## src/rtl/jtopl_timer_pkg.sv

```systemverilog
// Shared constants for the OPL timer A/B controller: register map, control
// and status bit positions, and the status byte layout.
package jtopl_timer_pkg;

    localparam int unsigned DW = 8;

    localparam logic [DW-1:0] ADDR_TA_DEF  = 8'h02;
    localparam logic [DW-1:0] ADDR_TB_DEF  = 8'h03;
    localparam logic [DW-1:0] ADDR_CTL_DEF = 8'h04;

    localparam int unsigned CTL_IRQRST = 7;
    localparam int unsigned CTL_MASKA  = 6;
    localparam int unsigned CTL_MASKB  = 5;
    localparam int unsigned CTL_STB    = 1;
    localparam int unsigned CTL_STA    = 0;

    localparam int unsigned ST_IRQ   = 7;
    localparam int unsigned ST_FLAGA = 6;
    localparam int unsigned ST_FLAGB = 5;

    typedef struct packed {
        logic       irq;
        logic       flag_a;
        logic       flag_b;
        logic [4:0] rsvd;
    } status_t;

    function automatic status_t make_status(input logic fa, input logic fb);
        status_t s;
        s.irq    = fa | fb;
        s.flag_a = fa;
        s.flag_b = fb;
        s.rsvd   = '0;
        return s;
    endfunction

endpackage

```

## src/rtl/jtopl_timer_cnt.sv

```systemverilog
// One reloadable 8-bit timer with optional tick prescaler and overflow flag.
// ovf_c is the flag-raising event of this cycle (overflow not masked).
module jtopl_timer_cnt
    import jtopl_timer_pkg::*;
#(
    parameter int unsigned DIV = 1
) (
    input  logic          clk,
    input  logic          rst_n,
    input  logic          st_we,
    input  logic          st_d,
    input  logic [DW-1:0] preload,
    input  logic          tick,
    input  logic          mask,
    input  logic          clr,
    output logic          flag,
    output logic          ovf_c
);

    logic          st;
    logic [DW-1:0] cnt;
    logic          load_c;
    logic          adv_c;
    logic          step_c;

    // A start edge reloads the counter and swallows a coincident tick
    assign load_c = st_we & st_d & ~st;
    assign adv_c  = st & tick & ~load_c;

    generate
        if (DIV == 1) begin : g_nopsc
            assign step_c = adv_c;
        end else begin : g_psc
            localparam int unsigned PW = $clog2(DIV);
            logic [PW-1:0] psc;

            // DIV is a power of two, so the prescaler wraps naturally
            always_ff @(posedge clk or negedge rst_n) begin
                if (!rst_n) begin
                    psc <= '0;
                end else if (load_c) begin
                    psc <= '0;
                end else if (adv_c) begin
                    psc <= psc + PW'(1);
                end
            end

            assign step_c = adv_c & (psc == PW'(DIV - 1));
        end
    endgenerate

    assign ovf_c = step_c & (cnt == 8'hFF) & ~mask;

    always_ff @(posedge clk or negedge rst_n) begin
        if (!rst_n) begin
            st   <= 1'b0;
            cnt  <= '0;
            flag <= 1'b0;
        end else begin
            if (st_we) begin
                st <= st_d;
            end
            if (load_c) begin
                cnt <= preload;
            end else if (step_c) begin
                cnt <= (cnt == 8'hFF) ? preload : cnt + 8'd1;
            end
            flag <= ovf_c | (flag & ~clr);
        end
    end

endmodule

```

## src/rtl/jtopl_timer_ctl.sv

```systemverilog
// Timer A/B controller: register decode, two timer instances, flag/IRQ
// combine and the registered status byte.
module jtopl_timer_ctl
    import jtopl_timer_pkg::*;
#(
    parameter int unsigned    TB_DIV   = 4,
    parameter logic [DW-1:0]  ADDR_TA  = ADDR_TA_DEF,
    parameter logic [DW-1:0]  ADDR_TB  = ADDR_TB_DEF,
    parameter logic [DW-1:0]  ADDR_CTL = ADDR_CTL_DEF
) (
    input  logic          clk,
    input  logic          rst_n,
    input  logic          tick,
    input  logic          wr,
    input  logic [DW-1:0] addr,
    input  logic [DW-1:0] din,
    output logic          flag_a,
    output logic          flag_b,
    output logic [DW-1:0] status,
    output logic          irq_n
);

    logic [DW-1:0] ta;
    logic [DW-1:0] tb;
    logic          mask_a;
    logic          mask_b;
    status_t       status_r;

    logic wr_ctl_c;
    logic irq_rst_c;
    logic cfg_c;
    logic mask_a_c;
    logic mask_b_c;
    logic clr_a_c;
    logic clr_b_c;
    logic ovf_a_c;
    logic ovf_b_c;
    logic fa_nxt_c;
    logic fb_nxt_c;

    assign wr_ctl_c  = wr & (addr == ADDR_CTL);
    assign irq_rst_c = wr_ctl_c & din[CTL_IRQRST];
    assign cfg_c     = wr_ctl_c & ~din[CTL_IRQRST];

    // A mask written this cycle already suppresses a coincident overflow
    assign mask_a_c = cfg_c ? din[CTL_MASKA] : mask_a;
    assign mask_b_c = cfg_c ? din[CTL_MASKB] : mask_b;
    assign clr_a_c  = irq_rst_c | (cfg_c & din[CTL_MASKA]);
    assign clr_b_c  = irq_rst_c | (cfg_c & din[CTL_MASKB]);

    always_ff @(posedge clk or negedge rst_n) begin
        if (!rst_n) begin
            ta     <= '0;
            tb     <= '0;
            mask_a <= 1'b0;
            mask_b <= 1'b0;
        end else begin
            if (wr && addr == ADDR_TA) begin
                ta <= din;
            end
            if (wr && addr == ADDR_TB) begin
                tb <= din;
            end
            if (cfg_c) begin
                mask_a <= din[CTL_MASKA];
                mask_b <= din[CTL_MASKB];
            end
        end
    end

    jtopl_timer_cnt #(.DIV(1)) u_timer_a (
        .clk     (clk),
        .rst_n   (rst_n),
        .st_we   (cfg_c),
        .st_d    (din[CTL_STA]),
        .preload (ta),
        .tick    (tick),
        .mask    (mask_a_c),
        .clr     (clr_a_c),
        .flag    (flag_a),
        .ovf_c   (ovf_a_c)
    );

    jtopl_timer_cnt #(.DIV(TB_DIV)) u_timer_b (
        .clk     (clk),
        .rst_n   (rst_n),
        .st_we   (cfg_c),
        .st_d    (din[CTL_STB]),
        .preload (tb),
        .tick    (tick),
        .mask    (mask_b_c),
        .clr     (clr_b_c),
        .flag    (flag_b),
        .ovf_c   (ovf_b_c)
    );

    // Next-flag values so irq_n and status land on the same edge as the flags
    assign fa_nxt_c = ovf_a_c | (flag_a & ~clr_a_c);
    assign fb_nxt_c = ovf_b_c | (flag_b & ~clr_b_c);

    always_ff @(posedge clk or negedge rst_n) begin
        if (!rst_n) begin
            irq_n    <= 1'b1;
            status_r <= '0;
        end else begin
            irq_n    <= ~(fa_nxt_c | fb_nxt_c);
            status_r <= make_status(fa_nxt_c, fb_nxt_c);
        end
    end

    assign status = DW'(status_r);

endmodule
```

## config.mk

```make
export PLATFORM = sky130hd
export DESIGN_NAME = jtopl_timer_ctl
export DESIGN_NICKNAME = d
export VERILOG_FILES = /design/src/rtl/jtopl_timer_pkg.sv /design/src/rtl/jtopl_timer_cnt.sv /design/src/rtl/jtopl_timer_ctl.sv
export SDC_FILE = /design/constraint.sdc
export NUM_CORES = 1
export LEC_CHECK = 0
export ABC_AREA = 0
export BUFFER_PORTS_ARGS = -buffer_cell sky130_fd_sc_hd__buf_4
export CAP_MARGIN = 20
export CELL_PAD_IN_SITES_DETAIL_PLACEMENT = 0
export CELL_PAD_IN_SITES_GLOBAL_PLACEMENT = 1
export CORE_UTILIZATION = 41
export DETAILED_ROUTE_END_ITERATION = 10
export GPL_TIMING_DRIVEN = 1
export PLACE_DENSITY_LB_ADDON = 0.08
export SYNTH_ARGS = -nofsm -noshare
export SYNTH_HDL_FRONTEND = slang
export SYNTH_HIERARCHICAL = 1
export SYNTH_SLANG_ARGS = --single-unit
```

## constraint.sdc

```tcl
create_clock -name clk -period 1.4 [get_ports clk]
set_clock_uncertainty 0.05 [all_clocks]
set_input_delay 0.07 -clock clk [delete_from_list [all_inputs] [get_ports clk]]
set_output_delay 0.07 -clock clk [all_outputs]
set_load 0.005 [all_outputs]
```

== Word level (Yosys, flattened, before mapping) ==
Index checks and enable logic that the tools add are counted.
Word-level totals
  register bits after elaboration: 42
  latch bits: 0
  memory bits (writable): 0
  bits in read-only memories: 0
  input port bits: 20
  output and inout bits: 11
  memories: 0
Cells by class
  add/subtract/negate cells: 3
  multipliers: 0
  divide/modulo/power cells: 0
  $lt $le $gt $ge: 0
  eq/ne operators: 6
  shift operators: 0
  mux-type cells: 10
  bitwise logic cells: 35
  reduce and logical (&&, ||, !) cells: 5
Operators with widths (count)
  $mux 8: 6
  $and 1x1->1: 20
  $add 8x1->8 const B: 2
  $eq 8x2->1 const B: 2
  $eq 8x8->1 const B: 2
  $not 1->1: 10
  $eq 8x3->1 const B: 1
  $reduce_bool 2->1: 3
  $or 1x1->1: 5
  $mux 2: 2
  $add 2x1->2 const B: 1
  $eq 2x2->1 const B: 1
  $logic_and 1x1->1: 2
  $mux 1: 2

== Depth between registers and ports, before layout ==
  word-level depth: 13
  gate-level depth with buffers: 8
  mapped depth without buffers: 7

== By module ==
Netlist, hierarchy kept.
By module, submodules not included
  jtopl_timer_ctl: times used 1, cells each 72, area an instance 968.4 µm², sequential area each 551.8 µm²
  jtopl_timer_cnt at u_timer_b: times used 1, cells each 76, area an instance 720.7 µm², sequential area each 300.3 µm²
  jtopl_timer_cnt at u_timer_a: times used 1, cells each 63, area an instance 613.1 µm², sequential area each 250.2 µm²

== Worst setup path before layout ==
OpenSTA, ideal clock, no wires.
  path kind: input to register
  from: input port addr[4]
  to: register irq_n
  library setup time: 0.080 ns
  arrival: 1.963 ns
  path slack: -0.694 ns
  stages on the path: 6
  buffers on the path: 0
  cells stage by stage: or4b_4 > nor4_1 > mux2_2 > nor4_1 > nor2_1 > o221a_2
Between the ends
  elaborated cells between the ends (all ways): 33
  classes of those cells: eq/ne (1); mux (2); bitwise (30)
RTL lines
  start, declared: line jtopl_timer_ctl.sv:15  | input logic [DW-1:0] addr,
  $eq 8x3->1: line jtopl_timer_ctl.sv:41  | assign wr_ctl_c = wr & (addr == ADDR_CTL);
  $and 1x1->1: line jtopl_timer_ctl.sv:41
  $and 1x1->1: line jtopl_timer_ctl.sv:43  | assign cfg_c = wr_ctl_c & ~din[CTL_IRQRST];
  $mux 1
  named net mask_b_c: line jtopl_timer_ctl.sv:33  | logic mask_b_c;
  $not 1->1: line jtopl_timer_cnt.sv:52  | assign ovf_c = step_c & (cnt == 8'hFF) & ~mask;
  $and 1x1->1: line jtopl_timer_cnt.sv:52
  named net ovf_b_c: line jtopl_timer_ctl.sv:37  | logic ovf_b_c;
  $or 1x1->1: line jtopl_timer_ctl.sv:99  | assign fb_nxt_c = ovf_b_c | (flag_b & ~clr_b_c);
  $or 1x1->1: line jtopl_timer_ctl.sv:106  | irq_n <= ~(fa_nxt_c | fb_nxt_c);
  $not 1->1: line jtopl_timer_ctl.sv:106
  end signal, assigned: line jtopl_timer_ctl.sv:106
  end, declared: line jtopl_timer_ctl.sv:20  | output logic irq_n
The timed path passes the listed nets, and every way through them passes these cells.
A chain may end at the register's enable or synchronous reset.

== Worst setup path after layout ==
  from: input port addr[6]
  to: register irq_n
The elaborated chain is that of the path after synthesis.

==> impl_metrics.tcl <==
set metrics [dict create \
    synth_enable_flop_cells 0 \
    hold_class "in2reg" \
    timing.rr.end "irq_n" \
    totalPowerFinal_mw 3.13 \
    slew_headroom 0.627 \
    synth_cell_types 55 \
    regArea_sq_um 1100 \
    p_per_area_nw_per_um2 889 \
    worstMarginPinSlew_ns 0.559 \
    fin_ws_ns -0.259 \
    via_count 2082 \
    start_kind "input pin" \
    ir_drop_mv 0.542 \
    postRouteAntennaNets 0 \
    timing.rr.start "u_timer_a/cnt[1]" \
    period_minus_slack_ns 1.66 \
    clockRootBuffer "clkbuf_8" \
    cap_violations 0 \
    routed_via_density 5.58 \
    reg2reg_depth 6 \
    crit_path_end_kind "register" \
    gr-total-overflow 0 \
    cellLeakagePower_nw 1.55 \
    path_class "in2reg" \
    initial_core_util 0.437 \
    fill_cells 413 \
    crit_path_end "irq_n" \
    antenna_found_initial 0 \
    syn_area_sq_um 2300 \
    drc_errors 0 \
    rsz0062_at_grt "true" \
    grt_pass1_vias 2141 \
    cts_tree "yes" \
    fp-row-count 26 \
    cp-startpoint "addr[6]" \
    die_w_um 76.9 \
    wl_per_cell_um 17.5 \
    dp_slack_ns -0.583 \
    layout_common_cells "buf_4, dfrtp_1, nand3_1" \
    clk_pin_slew_ns 0.09 \
    final_hold_viol_count 0 \
    die-height_um 76.9 \
    finalSetupViolCount 30 \
    max_freq_mhz 603 \
    ys_ff_latch 44 \
    required_ns 1.57 \
    firstDrtPassIters 4 \
    wirelength_um 6540 \
    layout-drive-gt1-share 0.531 \
    port_buffers 25 \
    clk_latency_ns 0.29 \
    synth-main-ff-cell "dfrtp_1" \
    numCtsBuffers 5 \
    drtIter0Drc 87 \
    grt_pass1_wl_um 10200 \
    yosysWarnings 6 \
    grt_max_degree 45 \
    crit_fanout 3 \
    violations "negative setup slack" \
    ios 31 \
    fin_util 0.668 \
    nets 325 \
    multi_input_area_sq_um 1400 \
    place.gp.congestion 0.905 \
    synthCells 211 \
    n_antenna_cell 0 \
    syn_to_final_growth_pct 53.0 \
    clock_sinks 44 \
    hpwl_um 4240 \
    cts.htree.levels 2 \
    worstPathArrival_ns 1.83 \
    die_area_sq_um 5920 \
    fin_tns_setup_ns -3.74 \
    core_sq_um 5270 \
    cts_buffer_depth 2 \
    r2r_slack_ns -0.18 \
    fin_crit_sh 1.18 \
    track_usage 0.217 \
    synth_area_per_cell_sq_um 10.9 \
    outcome "finished with violations" \
    final_common_cell "buf_4" \
    whs_ns 0.0101 \
    yosysSeqAreaShare 0.479 \
    async_flop_share 1.00 \
    drv_slew 0 \
]
## Yosys cell counts, types with 2 or more instances
master | number | share of area
o21ai_0 | 7 | 0.015
nand2_1 | 14 | 0.023
a311oi_1 | 2 | 0.0076
dfrtp_1 | 43 | 0.47
a31oi_1 | 2 | 0.0054
nand2_2 | 2 | 0.0054
nand3b_1 | 2 | 0.0065
mux2i_1 | 2 | 0.0087
nand3_1 | 17 | 0.037
a21oi_1 | 11 | 0.024
nor2_1 | 12 | 0.020
o221ai_1 | 2 | 0.0076
o211ai_1 | 5 | 0.016
mux2_2 | 20 | 0.098
nand4_1 | 3 | 0.0082
ha_1 | 3 | 0.016
and3_2 | 2 | 0.0065
nor4_1 | 6 | 0.016
and3b_1 | 2 | 0.0076
nor3_1 | 8 | 0.017
inv_1 | 6 | 0.0098
buf_4 | 5 | 0.016
o21ai_1 | 2 | 0.0043
o2bb2ai_1 | 2 | 0.0076
## state kept, by name, indices dropped and copies added (netlist names)
signal	cells
irq_n	1
mask_a	1
mask_b	1
status	3
ta	8
tb	8
u_timer_a/cnt	8
u_timer_a/flag	1
u_timer_a/st	1
u_timer_b/cnt	8
u_timer_b/flag	1
u_timer_b/g_psc.psc	2
u_timer_b/st	1
## worst max-delay path, stage by stage
cell and delay [ns]:
buf_6 0.09, or4b_4 0.55, nor4_4 0.33, mux2_4 0.35, nor4_4 0.21, nor2_1 0.10, o221a_2 0.13
## worst min-delay path by stage
stage                       from             end  slack [ns]  cells after the start
after floorplan            rst_n          mask_a       -0.28                      0
after global placement     rst_n       status[6]        0.04                      1
after detailed placement   rst_n  u_timer_b/flag        0.05                      1
after CTS                 din[5]           ta[5]       0.004                      2
after global routing      din[5]           ta[5]        0.01                      2
final                     din[5]           ta[5]        0.01                      2
## per-layer routing
layer | routed length, um | vias to the layer above | global-route usage
li1 | - | 984 | -
met1 | 2650 | 1039 | 0.262
met2 | 3620 | 49 | 0.392
met3 | 181 | 10 | 0.0440
met4 | 82 | 0 | 0.0519
met5 | 0 | - | 0
## layout make-up
type                    instances  area share
inverters                       6     0.00639
flip-flops and latches         44       0.313
repair buffers                 87       0.212
clock buffers                   5      0.0195
well taps                      70      0.0249
multi-input cells             158       0.398
clock inverters                 3      0.0256
## where the power goes
part | switching (mW) | leakage [nW] | internal [mW]
combinational | 0.168 | 0.897 | 0.226
clock | 0.448 | 0.0784 | 0.893
sequential | 0.0622 | 0.572 | 1.34
total | 0.678 | 1.55 | 2.45
## cell families after synthesis
| kind of cell | after synthesis | share of synthesized area |
|---|---|---|
| simple gates | 79 | 0.205 |
| flops | 44 | 0.479 |
| fa+ha+maj | 3 | 0.0163 |
| compound gates | 49 | 0.159 |
| mux | 22 | 0.107 |
| other cells | 1 | 0.00163 |
| buf+inv | 13 | 0.0326 |
## timing repair
| action | 4_1_cts | 5_1_grt |
|---|---|---|
| pin swaps | 6 | 23 |
| endpoints found under the setup margin | 33 | 33 |
| hold buffers | 6 | 0 |
| resized for setup | 21 | 36 |
| buffers inserted | 3 | 6 |
| endpoints found under the hold margin | 55 | 0 |
| cloned | 0 | 1 |
## per-stage QoR
stage / area, sq um / std cells
floorplan: 2380 / 215
finish: 3520 / 373
global placement: 2980 / 350
CTS: 3330 / 367
detailed placement: 2980 / 350
global route: 3520 / 373
(Power assumes the default switching activity.)
